### src/rtl/fifo_rd_stream.sv
// fifo_rd_stream: pulls words from the read side of a FIFO and presents them
// as a valid/ready stream grouped into PKT_LEN-word packets. A 2-entry
// in-order buffer absorbs the one-cycle FIFO read latency. Reads are issued
// only when buffered plus in-flight words, less the word leaving this cycle,
// leave room, so the buffer can never overflow.
module fifo_rd_stream #(
  parameter int DATA_WIDTH = 8,
  parameter int PKT_LEN    = 4
) (
  input  logic                  r_clk,
  input  logic                  r_rst_n,
  input  logic                  fifo_empty,
  output logic                  fifo_rd_en,
  input  logic [DATA_WIDTH-1:0] fifo_rd_data,
  output logic                  m_valid,
  input  logic                  m_ready,
  output logic [DATA_WIDTH-1:0] m_data,
  output logic                  m_last,
  output logic [15:0]           pkt_count
);

  localparam int              BW       = $clog2(PKT_LEN);
  localparam logic [BW-1:0]   BEAT_MAX = BW'(PKT_LEN - 1);

  // Buffer: head is the word on m_data, tail is the word behind it.
  logic [DATA_WIDTH-1:0] head_q, head_d;
  logic [DATA_WIDTH-1:0] tail_q, tail_d;
  logic [1:0]            occ_q, occ_d;
  logic                  inflight_q, inflight_d;
  logic [BW-1:0]         beat_q, beat_d;
  logic [15:0]           pkt_q, pkt_d;
  // Set on the first clock edge after reset release; holds off reads until then.
  logic                  run_q, run_d;

  logic                  pop_s;
  logic [1:0]            committed_s;
  logic                  rd_en_s;

  // Read request: room exists once this cycle's pop is accounted for.
  always_comb begin
    pop_s       = (occ_q != 2'd0) && m_ready;
    committed_s = occ_q + {1'b0, inflight_q} - {1'b0, pop_s};
    rd_en_s     = run_q && !fifo_empty && (committed_s < 2'd2);
    inflight_d  = rd_en_s;
    run_d       = 1'b1;
  end

  // Buffer update: capture the in-flight word at the tail, shift on pop.
  always_comb begin
    head_d = head_q;
    tail_d = tail_q;
    occ_d  = occ_q;
    case ({inflight_q, pop_s})
      2'b10: begin
        if (occ_q == 2'd0) begin
          head_d = fifo_rd_data;
        end else begin
          tail_d = fifo_rd_data;
        end
        occ_d = occ_q + 2'd1;
      end
      2'b01: begin
        head_d = tail_q;
        occ_d  = occ_q - 2'd1;
      end
      2'b11: begin
        if (occ_q == 2'd1) begin
          head_d = fifo_rd_data;
        end else begin
          head_d = tail_q;
          tail_d = fifo_rd_data;
        end
      end
      default: begin
        head_d = head_q;
        tail_d = tail_q;
        occ_d  = occ_q;
      end
    endcase
  end

  // Beat position within the packet and completed-packet counter.
  always_comb begin
    beat_d = beat_q;
    pkt_d  = pkt_q;
    if (pop_s) begin
      if (beat_q == BEAT_MAX) begin
        beat_d = {BW{1'b0}};
        pkt_d  = pkt_q + 16'd1;
      end else begin
        beat_d = beat_q + BW'(1);
      end
    end else begin
      beat_d = beat_q;
    end
  end

  // State registers; reset discards buffered and in-flight words.
  always_ff @(posedge r_clk or negedge r_rst_n) begin
    if (!r_rst_n) begin
      head_q     <= {DATA_WIDTH{1'b0}};
      tail_q     <= {DATA_WIDTH{1'b0}};
      occ_q      <= 2'd0;
      inflight_q <= 1'b0;
      beat_q     <= {BW{1'b0}};
      pkt_q      <= 16'd0;
      run_q      <= 1'b0;
    end else begin
      head_q     <= head_d;
      tail_q     <= tail_d;
      occ_q      <= occ_d;
      inflight_q <= inflight_d;
      beat_q     <= beat_d;
      pkt_q      <= pkt_d;
      run_q      <= run_d;
    end
  end

  assign fifo_rd_en = rd_en_s;
  assign m_valid    = (occ_q != 2'd0);
  assign m_data     = head_q;
  assign m_last     = (occ_q != 2'd0) && (beat_q == BEAT_MAX);
  assign pkt_count  = pkt_q;

endmodule

### config.mk
export PLATFORM = sky130hd
export DESIGN_NAME = fifo_rd_stream
export DESIGN_NICKNAME = d
export VERILOG_FILES = /design/src/rtl/fifo_rd_stream.sv
export SDC_FILE = /design/constraint.sdc
export NUM_CORES = 1
export LEC_CHECK = 0
export CAP_MARGIN = 20
export CORE_ASPECT_RATIO = 2
export CORE_UTILIZATION = 45
export CTS_BUF_LIST = sky130_fd_sc_hd__clkbuf_4 sky130_fd_sc_hd__clkbuf_8
export DETAILED_ROUTE_END_ITERATION = 8
export GPL_ROUTABILITY_DRIVEN = 0
export GPL_TIMING_DRIVEN = 1
export PLACE_DENSITY = 0.75
export SYNTH_ARGS = -nofsm -noshare
export SYNTH_HDL_FRONTEND = slang
export SYNTH_SLANG_ARGS = --single-unit
export TNS_END_PERCENT = 100
### constraint.sdc
create_clock -name r_clk -period 2.4 [get_ports r_clk]
set_input_delay 0.72 -clock r_clk [delete_from_list [all_inputs] [get_ports r_clk]]
set_output_delay 0.72 -clock r_clk [all_outputs]
set_load 0.03 [all_outputs]
==> results_dict.tcl <==
set metrics [dict create \
    status "finished, violations left" \
    violations "negative setup slack" \
    htreeDepth 2 \
    dr_wl_met2_um 2230 \
    grt_start_max_net_pins 39 \
    vias_per_cell 5.12 \
    cts_sinks 38 \
    yosysUniqueCellTypes 34 \
    powerDensity_mw_per_mm2 1240 \
    synth_xor_area_frac 0.0874 \
    critPathKind "flop to primary output" \
    seq_area_um2 951 \
    postSynthCellCount 150 \
    switching_share 0.365 \
    avgRoutedWirePerCell_um 14.6 \
    multi_input_area_um2 898 \
    drtAntennaViolNets 0 \
    placedInstanceArea_mm2 0.00239 \
    clkLatencyLatePin_ns 0.29 \
    rsz0062_at_grt "true" \
    place_ws_ns -0.674 \
    vias 1336 \
    finalHoldViolations 0 \
    power_frac_clock 0.211 \
    wl_um 3820 \
    initial_utilization 0.469 \
    ys_warn_count 0 \
    cp.arrival_ns 1.95 \
    die_h_um 91.5 \
    cp_slowest_cell "dfrtp_1" \
    final.setup.worst_slack_ns -0.272 \
    boundaryPins 39 \
    fin_crit_sh 1.11 \
    maxCapViolations 0 \
    dp.final_hpwl_um 2840 \
    yosysSeqAreaShare 0.527 \
    placement.io_buffers 38 \
    routed.top_layer "met4" \
    final_common_cell "dfrtp_1" \
    drt-pass1-iter-count 4 \
    syn_nets 171 \
    hold_depth 1 \
    num_antenna_cells 0 \
    worst_pin_slew_ns 0.849 \
    crit_path_frequent_cell "ha_4" \
    cellLeakagePower_nw 1.21 \
    path_cells "inv_2, ha_4, and2b_4, ha_4, xnor2_4, xnor2_2, nor3b_4, buf_6" \
    r2r_cells 10 \
    final_util 0.668 \
    row_count 32 \
    relSlewSlack 0.434 \
    seq_power_share 0.310 \
    synthAdderAreaFrac 0.0624 \
    setup_violations 1 \
    timing.fmax_ghz 0.374 \
    postCtsHoldBufs 0 \
    fillers 328 \
    grt_pass1_wl_um 6330 \
    ctsLongestPathBuffers 2 \
    drtIter0Drc 27 \
    hold_slack_ns 0.480 \
    synth-simple-area-share 0.139 \
    synth_seq_cells 38 \
    fin_skew_ns 0.00516 \
    combPwrFrac 0.479 \
    crit_path_end_kind "primary output" \
    fp.coreArea_mm2 0.00384 \
    fin_area_mm2 0.00257 \
    p_total_mw 3.19 \
    cp_slowest_stage_delay_ns 0.40 \
    drive_above_1_share 0.214 \
    most-common-layout-cells "dfrtp_1 (38), clkdlybuf4s50_1 (33), buf_4 (15), nand2_1 (11), mux2_1 (11)" \
    track_usage 0.205 \
    design.die.area_mm2 0.00428 \
    clockRootBuffer "clkbuf_8" \
    met3_wirelength_um 94 \
    grt_pass1_vias 1387 \
    cts_tree "built" \
    p_sw_mw 1.16 \
    finalMaxSlewViolations 0 \
    synth_area_per_cell_um2 12.0 \
    drc 0 \
    cts_buffers 5 \
    ir_drop_uv 731 \
    synth_area_mm2 0.00180 \
    antenna_found_initial 0 \
    area_growth_pct 42.3 \
    internal_power_mw 2.02 \
    fin_crit_ns 2.67 \
    grt_overflow_total 0 \
    min_path_type "flop to flop" \
    finalNetCount 230 \
    path_clk_slew_ns 0.08 \
    die_w_um 46.8 \
    synth.area.mux_share 0.0749 \
    drt-met1-wl_um 1400 \
    synth_top_family_by_area "simple AND/OR/NAND/NOR gates" \
    synth_compound_area_frac 0.0867 \
    crit_required_ns 1.68 \
    cp_max_fo 3 \
    worstSetupStartpointType "flop" \
]
==> through the flow <==
| stage | setup TNS (ns) | std cells |
|---|---|---|
| detailed placement | -7.37 | 250 |
| global placement | -6.67 | 250 |
| global route | -0.339 | 261 |
| floorplan | -0.0807 | 150 |
| finish | -0.272 | 261 |
| CTS | -0.269 | 261 |
==> layout make-up <==
type	count	area share
inverter	8	0.0117
multi-input combinational	103	0.350
clock inverter	2	0.0234
sequential	38	0.370
clock buffer	6	0.0322
timing repair buffer	53	0.188
tap	51	0.0249
==> state kept, by name, summed over array words and instances, names as in the netlist <==
signal	count
inflight_q	1
tail_q	8
occ_q	2
m_data	8
pkt_count	16
beat_q	2
run_q	1
==> synth_stat cells, drive strengths merged <==
cell type	instances	area [µm²]
dfrtp	38	951
mux2	12	135
nand2	12	47.6
xnor2	10	87.6
ha	9	113
o21ai	9	45.0
inv	8	30.0
xor2	8	70.1
a21oi	6	33.8
a22oi	6	45.0
nand4	5	31.3
nor2	5	26.3
and3	4	25.0
nand3	3	15.0
a221oi	2	17.5
a211oi	1	7.51
a21o	1	7.51
and2	1	6.26
and2b	1	10.0
and4	1	8.76
buf	1	7.51
conb	1	3.75
nand3b	1	20.0
nand4b	1	15.0
nor2b	1	6.26
nor3	1	10.0
nor3b	1	7.51
nor4	1	21.3
==> power by group through the flow <==
stage,Combinational [mW],Clock [mW],Sequential [mW]
3_3_place_gp,1.41,0,0.982
6_report,1.53,0.671,0.988
2_1_floorplan,0.767,0,1.16
4_1_cts,1.53,0.679,0.985
3_5_place_dp,1.47,0,0.998
5_1_grt,1.65,0.709,1.01
==> logic make-up (layout without fill, tap and decap cells) <==
logic type,after synthesis,in the layout
and+or+nand+nor,38,38
adders and majority gates,9,9
xor gates and xnor gates,18,18
DFF,38,38
muxes,12,12
other,1,1
AOI/OAI and AO/OA,25,25
buffers and inverters,9,69
==> routing by layer <==
layer,vias up,global-route usage
met2,22,0.346
met4,0,0.0881
li1,638,-
met1,669,0.232
met5,-,0
met3,7,0.0457
==> path summary, 6_finish.rpt <==
path                                           startpoint                        end  slack [ns]
max in group asynchronous                         r_rst_n      m_data[3]$_DFFE_PN0P_        1.33
worst max-delay path                 occ_q[1]$_DFFE_PN0N_                 fifo_rd_en       -0.27
worst min register to register  pkt_count[15]$_DFFE_PN0P_  pkt_count[15]$_DFFE_PN0P_        0.48
min in group asynchronous                         r_rst_n   pkt_count[9]$_DFFE_PN0P_        0.53
worst max register to register       occ_q[1]$_DFFE_PN0N_      m_data[2]$_DFFE_PN0P_        0.19
worst min-delay path            pkt_count[15]$_DFFE_PN0P_  pkt_count[15]$_DFFE_PN0P_        0.48
==> critical path, delay by kind of cell (launching register included) <==
| kind | cells | cell delay, ns |
|---|---|---|
| xor+xnor | 2 | 0.29 |
| fa+ha+maj | 2 | 0.32 |
| simple gates | 2 | 0.41 |
| flops | 1 | 0.40 |
| buf+inv | 2 | 0.25 |
==> repair_timing <==
| item | CTS | global route |
|---|---|---|
| buffers inserted | 3 | 0 |
| pin swaps | 3 | 0 |
| endpoints found under the setup margin | 19 | 1 |
| gates resized for setup | 8 | 0 |
(Power assumes the default switching activity.)
==> RTL change 1, RTL diff (same flow settings) <==
Put one more register stage on the output `pkt_count`, without a reset. The value now appears one clock later. The other outputs are not delayed to match.
--- a/src/rtl/fifo_rd_stream.sv
+++ b/src/rtl/fifo_rd_stream.sv
@@ -122,3 +122,5 @@
   assign m_last     = (occ_q != 2'd0) && (beat_q == BEAT_MAX);
-  assign pkt_count  = pkt_q;
+  always_ff @(posedge r_clk) begin
+    pkt_count <= pkt_q;
+  end
 
Behaviour: not the same (a bounded check fails within 10 cycles, from zero or initial values and one cycle with r_rst_n low).
==> RTL change 1 against the unedited design <==
The flow still finishes with violations (negative setup slack); critical path type unchanged; core utilization down 3.2 points; worst setup slack gained 0.031 ns; synthesized cell count rose by 13%; sequential cell count up 16; final cell count is 10% higher; cell area is 13% higher; synthesized area rose by 18%; wire length fell by 1.8%; via count is 7.8% higher; total power grew 5.8%; largest power group unchanged.
==> RTL change 1: results (changes against the unedited design) <==
- Post-synth ARST share: 70.4% (-30 points)
- DRT met1 WL: 1330 um (-4.9%)
- Synth area leaders: dfrtp_1, dfxtp_1, xnor2_1
- Clock skew: 0.00680 ns (+0.00163 ns)
- Sequential-to-total area share from yosys stat: 59.8% (+7.1 points)
- Via count: 1440 (+7.8%)
- Wire length of the first global-routing pass: 6600 um (+4.1%)
- R2r setup slk: 0.29 ns (+0.10 ns)
- Vias in the first global route: 1486 (+7.1%)
- Hold Path Sink: pkt_count[15]
- Area growth syn-to-layout: 36.2%
- Syn_nets: 191 (+12%)
- Worst-path clk slew: 0.10 ns (+0.02 ns)
- Routed wl met2: 2270 um (+1.4%)
- Post-DP HPWL: 2720 um (-4.3%)
- Distinct cells, synth: 31 (-8.8%)
- Final WS setup: -0.241 ns (+0.0310 ns)
- Failing checks: negative setup slack
- R2R Path End: tail_q[5]
- Post-DP Area: 2710 um2 (+13%)
- Number of fill cells: 360 (+9.8%)
- Final setup vio count: 1 (unchanged)
- WL final: 3750 um (-1.8%)
- WL met3: 80 um (-15%)
- Multiplexer share of the synthesized area: 5.30% (-2.2 points)
- Setup TNS: -0.241 ns (+0.0310 ns)
- Post-synthesis xor/xnor area fraction: 7.42% (-1.3 points)
- Status: finished with violations
- Critical path data arrival time: 1.92 ns (-0.03 ns)
- Commonest cells in the netlist: dfrtp_1, nand2_1, dfxtp_1
- Leakage: 1.34 nW (+10%)
- Avg Vias per Cell: 5.02 (-2.0%)
- Top Family by Delay on Critical Path: flip-flops
- Adder-cell share of the synthesized area: 5.30% (-0.94 points)
- Compound-gate portion of the synthesized area: 8.06% (-0.60 points)
- Maximum VDD drop: 0.000739 V (+1.2%)
- Hold_ws: 0.417 ns (-0.0625 ns)
- WHS Path Cells: 0 (-1)
- Hold path startpoint: pkt_q[15]
- Nets: 252 (+9.6%)
RTL change 1: cell types whose count changed after synthesis, sizes merged, moves of 2 or more:
| cell | unedited run | this run |
|---|---|---|
| xor2 | 8 | 3 |
| mux2 | 12 | 10 |
| nor2 | 5 | 3 |
| dfxtp | 0 | 16 |
| nand2 | 12 | 22 |
| xnor2 | 10 | 15 |
| and3 | 4 | 2 |
| nand4 | 5 | 2 |
RTL change 1: final cells by class:
type,count,area share (%)
Tap cell,55,2.38
Sequential cell,54,43.9
Timing Repair Buffer,55,17.2
Multi-Input combinational cell,106,31.1
Clock buffer,5,2.38
Inverter,9,1.51
Clock inverter,3,1.51
RTL change 1: where the power goes:
| part | internal [mW] | leakage [nW] | switching (mW) | total [mW] |
|---|---|---|---|---|
| clock network | 0.313 | 0.0585 | 0.289 | 0.602 |
| registers | 1.13 | 0.617 | 0.133 | 1.26 |
| logic | 0.752 | 0.660 | 0.758 | 1.51 |
RTL change 1: cells by family after synthesis:
logic type / after synthesis
xor gates and xnor gates: 18
adders and majority gates: 9
muxes: 10
and+or+nand+nor: 42
buffers and inverters: 10
DFF: 54
AOI/OAI and AO/OA: 26
other: 1
RTL change 1: repair_timing:
item                       4_1_cts  5_1_grt
setup endpoints to repair        2        2
gates resized for setup          7        3
hold buffers                     0        0
buffers inserted                 3        2
pin swaps                        5        1
RTL change 1: routing by layer:
| layer | up-vias | GRT usage [%] |
|---|---|---|
| met3 | 5 | 2.60 |
| met5 | - | 0 |
| met1 | 704 | 18.5 |
| met4 | 0 | 9.62 |
| li1 | 698 | - |
| met2 | 33 | 31.8 |
==> RTL change 2, RTL diff (same settings) <==
Made on the original files. The parameter `DATA_WIDTH` goes from 8 to 9.
--- a/src/rtl/fifo_rd_stream.sv
+++ b/src/rtl/fifo_rd_stream.sv
@@ -6,3 +6,3 @@
 module fifo_rd_stream #(
-  parameter int DATA_WIDTH = 8,
+  parameter int DATA_WIDTH = 9,
   parameter int PKT_LEN    = 4
Interface: changed (resized fifo_rd_data and m_data); port bits go from 39 to 41. The function was not compared with the original's and may differ.
==> RTL change 2 against the unedited design <==
The flow still finishes with violations (negative setup slack); combinational power rose by 8%; largest cell class unchanged; wire length increased by 12%; worst setup slack gained 0.013 ns; synthesized area increased by 3.6%; total power increased by 2.2%; cell area is 3.0% higher; sequential cell count increased by 2; non-clock buffer count rose by 4.
==> RTL change 2: results (changes against the unedited design) <==
- Cells after DPL: 265 (+6.0%)
- #MultiIn Comb: 115 (+12%)
- Multiplexer share of the synthesized area: 5.42% (-2.1 points)
- Final setup vio count: 1 (unchanged)
- Fraction of area in multi-input gates: 34.5% (-0.51 points)
- Wire length of the first global-routing pass: 6820 um (+7.6%)
- Failing checks: negative setup slack
- Final core occ: 67.4% (+0.61 points)
- Post-DP Area: 2490 um2 (+3.9%)
- IO buf count: 40 (+5.3%)
- Post-Place Setup Slack: -0.646 ns (+0.0278 ns)
- Final WS setup: -0.259 ns (+0.0130 ns)
- Number of fill cells: 323 (-1.5%)
- Top Family by Delay on Critical Path: flip-flops
- Compound-gate portion of the synthesized area: 9.97% (+1.3 points)
- Worst-margin pin slew: 0.668 ns (-0.182 ns)
- Post-DP HPWL: 3230 um (+14%)
- Non-Clock Inverter Count: 7 (-1)
- Leakage: 1.20 nW (-0.68%)
- Setup TNS: -0.259 ns (+0.0130 ns)
- Sequential-to-total area share from yosys stat: 53.5% (+0.84 points)
- Min-Delay Path Class: input pin to async pin
- Wirelength per Cell: 15.4 um (+5.2%)
- Clock skew: 0.00588 ns (+0.000720 ns)
- Distinct cells, synth: 30 (-12%)
- FF+latch count: 40 (+5.3%)
- Syn_nets: 187 (+9.4%)
- Synth area leaders: dfrtp_1, xnor2_1, ha_1
- Pin count of the biggest net entering global routing: 41 (+5.1%)
- Clock buf/inv share: 4.21% (-1.3 points)
- Status: finished with violations
- Share of layout cells above drive strength 1: 23.8% (+2.4 points)
- Post-synthesis xor/xnor area fraction: 8.43% (-0.30 points)
RTL change 2: cell count changes after synthesis, moves of 3 or more:
cell / change
xnor2_1: +7
o21ai_1: -7
nand2_1: +6
xor2_1: -7
mux2_2: +8
a21oi_1: +7
a22oi_1: +3
mux2_1: -11
nor2_1: +8
RTL change 2: routing by layer:
layer / wire, um / global-route usage [%]
met4: 114 / 12.3
met5: 0 / 0
met3: 138 / 4.83
met2: 2530 / 38.5
met1: 1500 / 22.0
RTL change 2: power breakdown:
group	internal [mW]	switching [mW]	total (mW)
clock network	0.320	0.236	0.556
logic	0.800	0.852	1.65
registers	0.901	0.146	1.05
RTL change 2: final timing paths:
kind	start	to	slack [ns]	depth (start not counted)
max	occ_q[1]	fifo_rd_en	-0.26	9
min	r_rst_n	pkt_count[4]	0.47	2
max reg2reg	occ_q[1]	m_data[6]	0.22	9
min reg2reg	pkt_count[15]	pkt_count[15]	0.48	1
max in group asynchronous	r_rst_n	m_data[0]	1.57	2
min in group r_clk	pkt_count[15]	pkt_count[15]	0.48	1
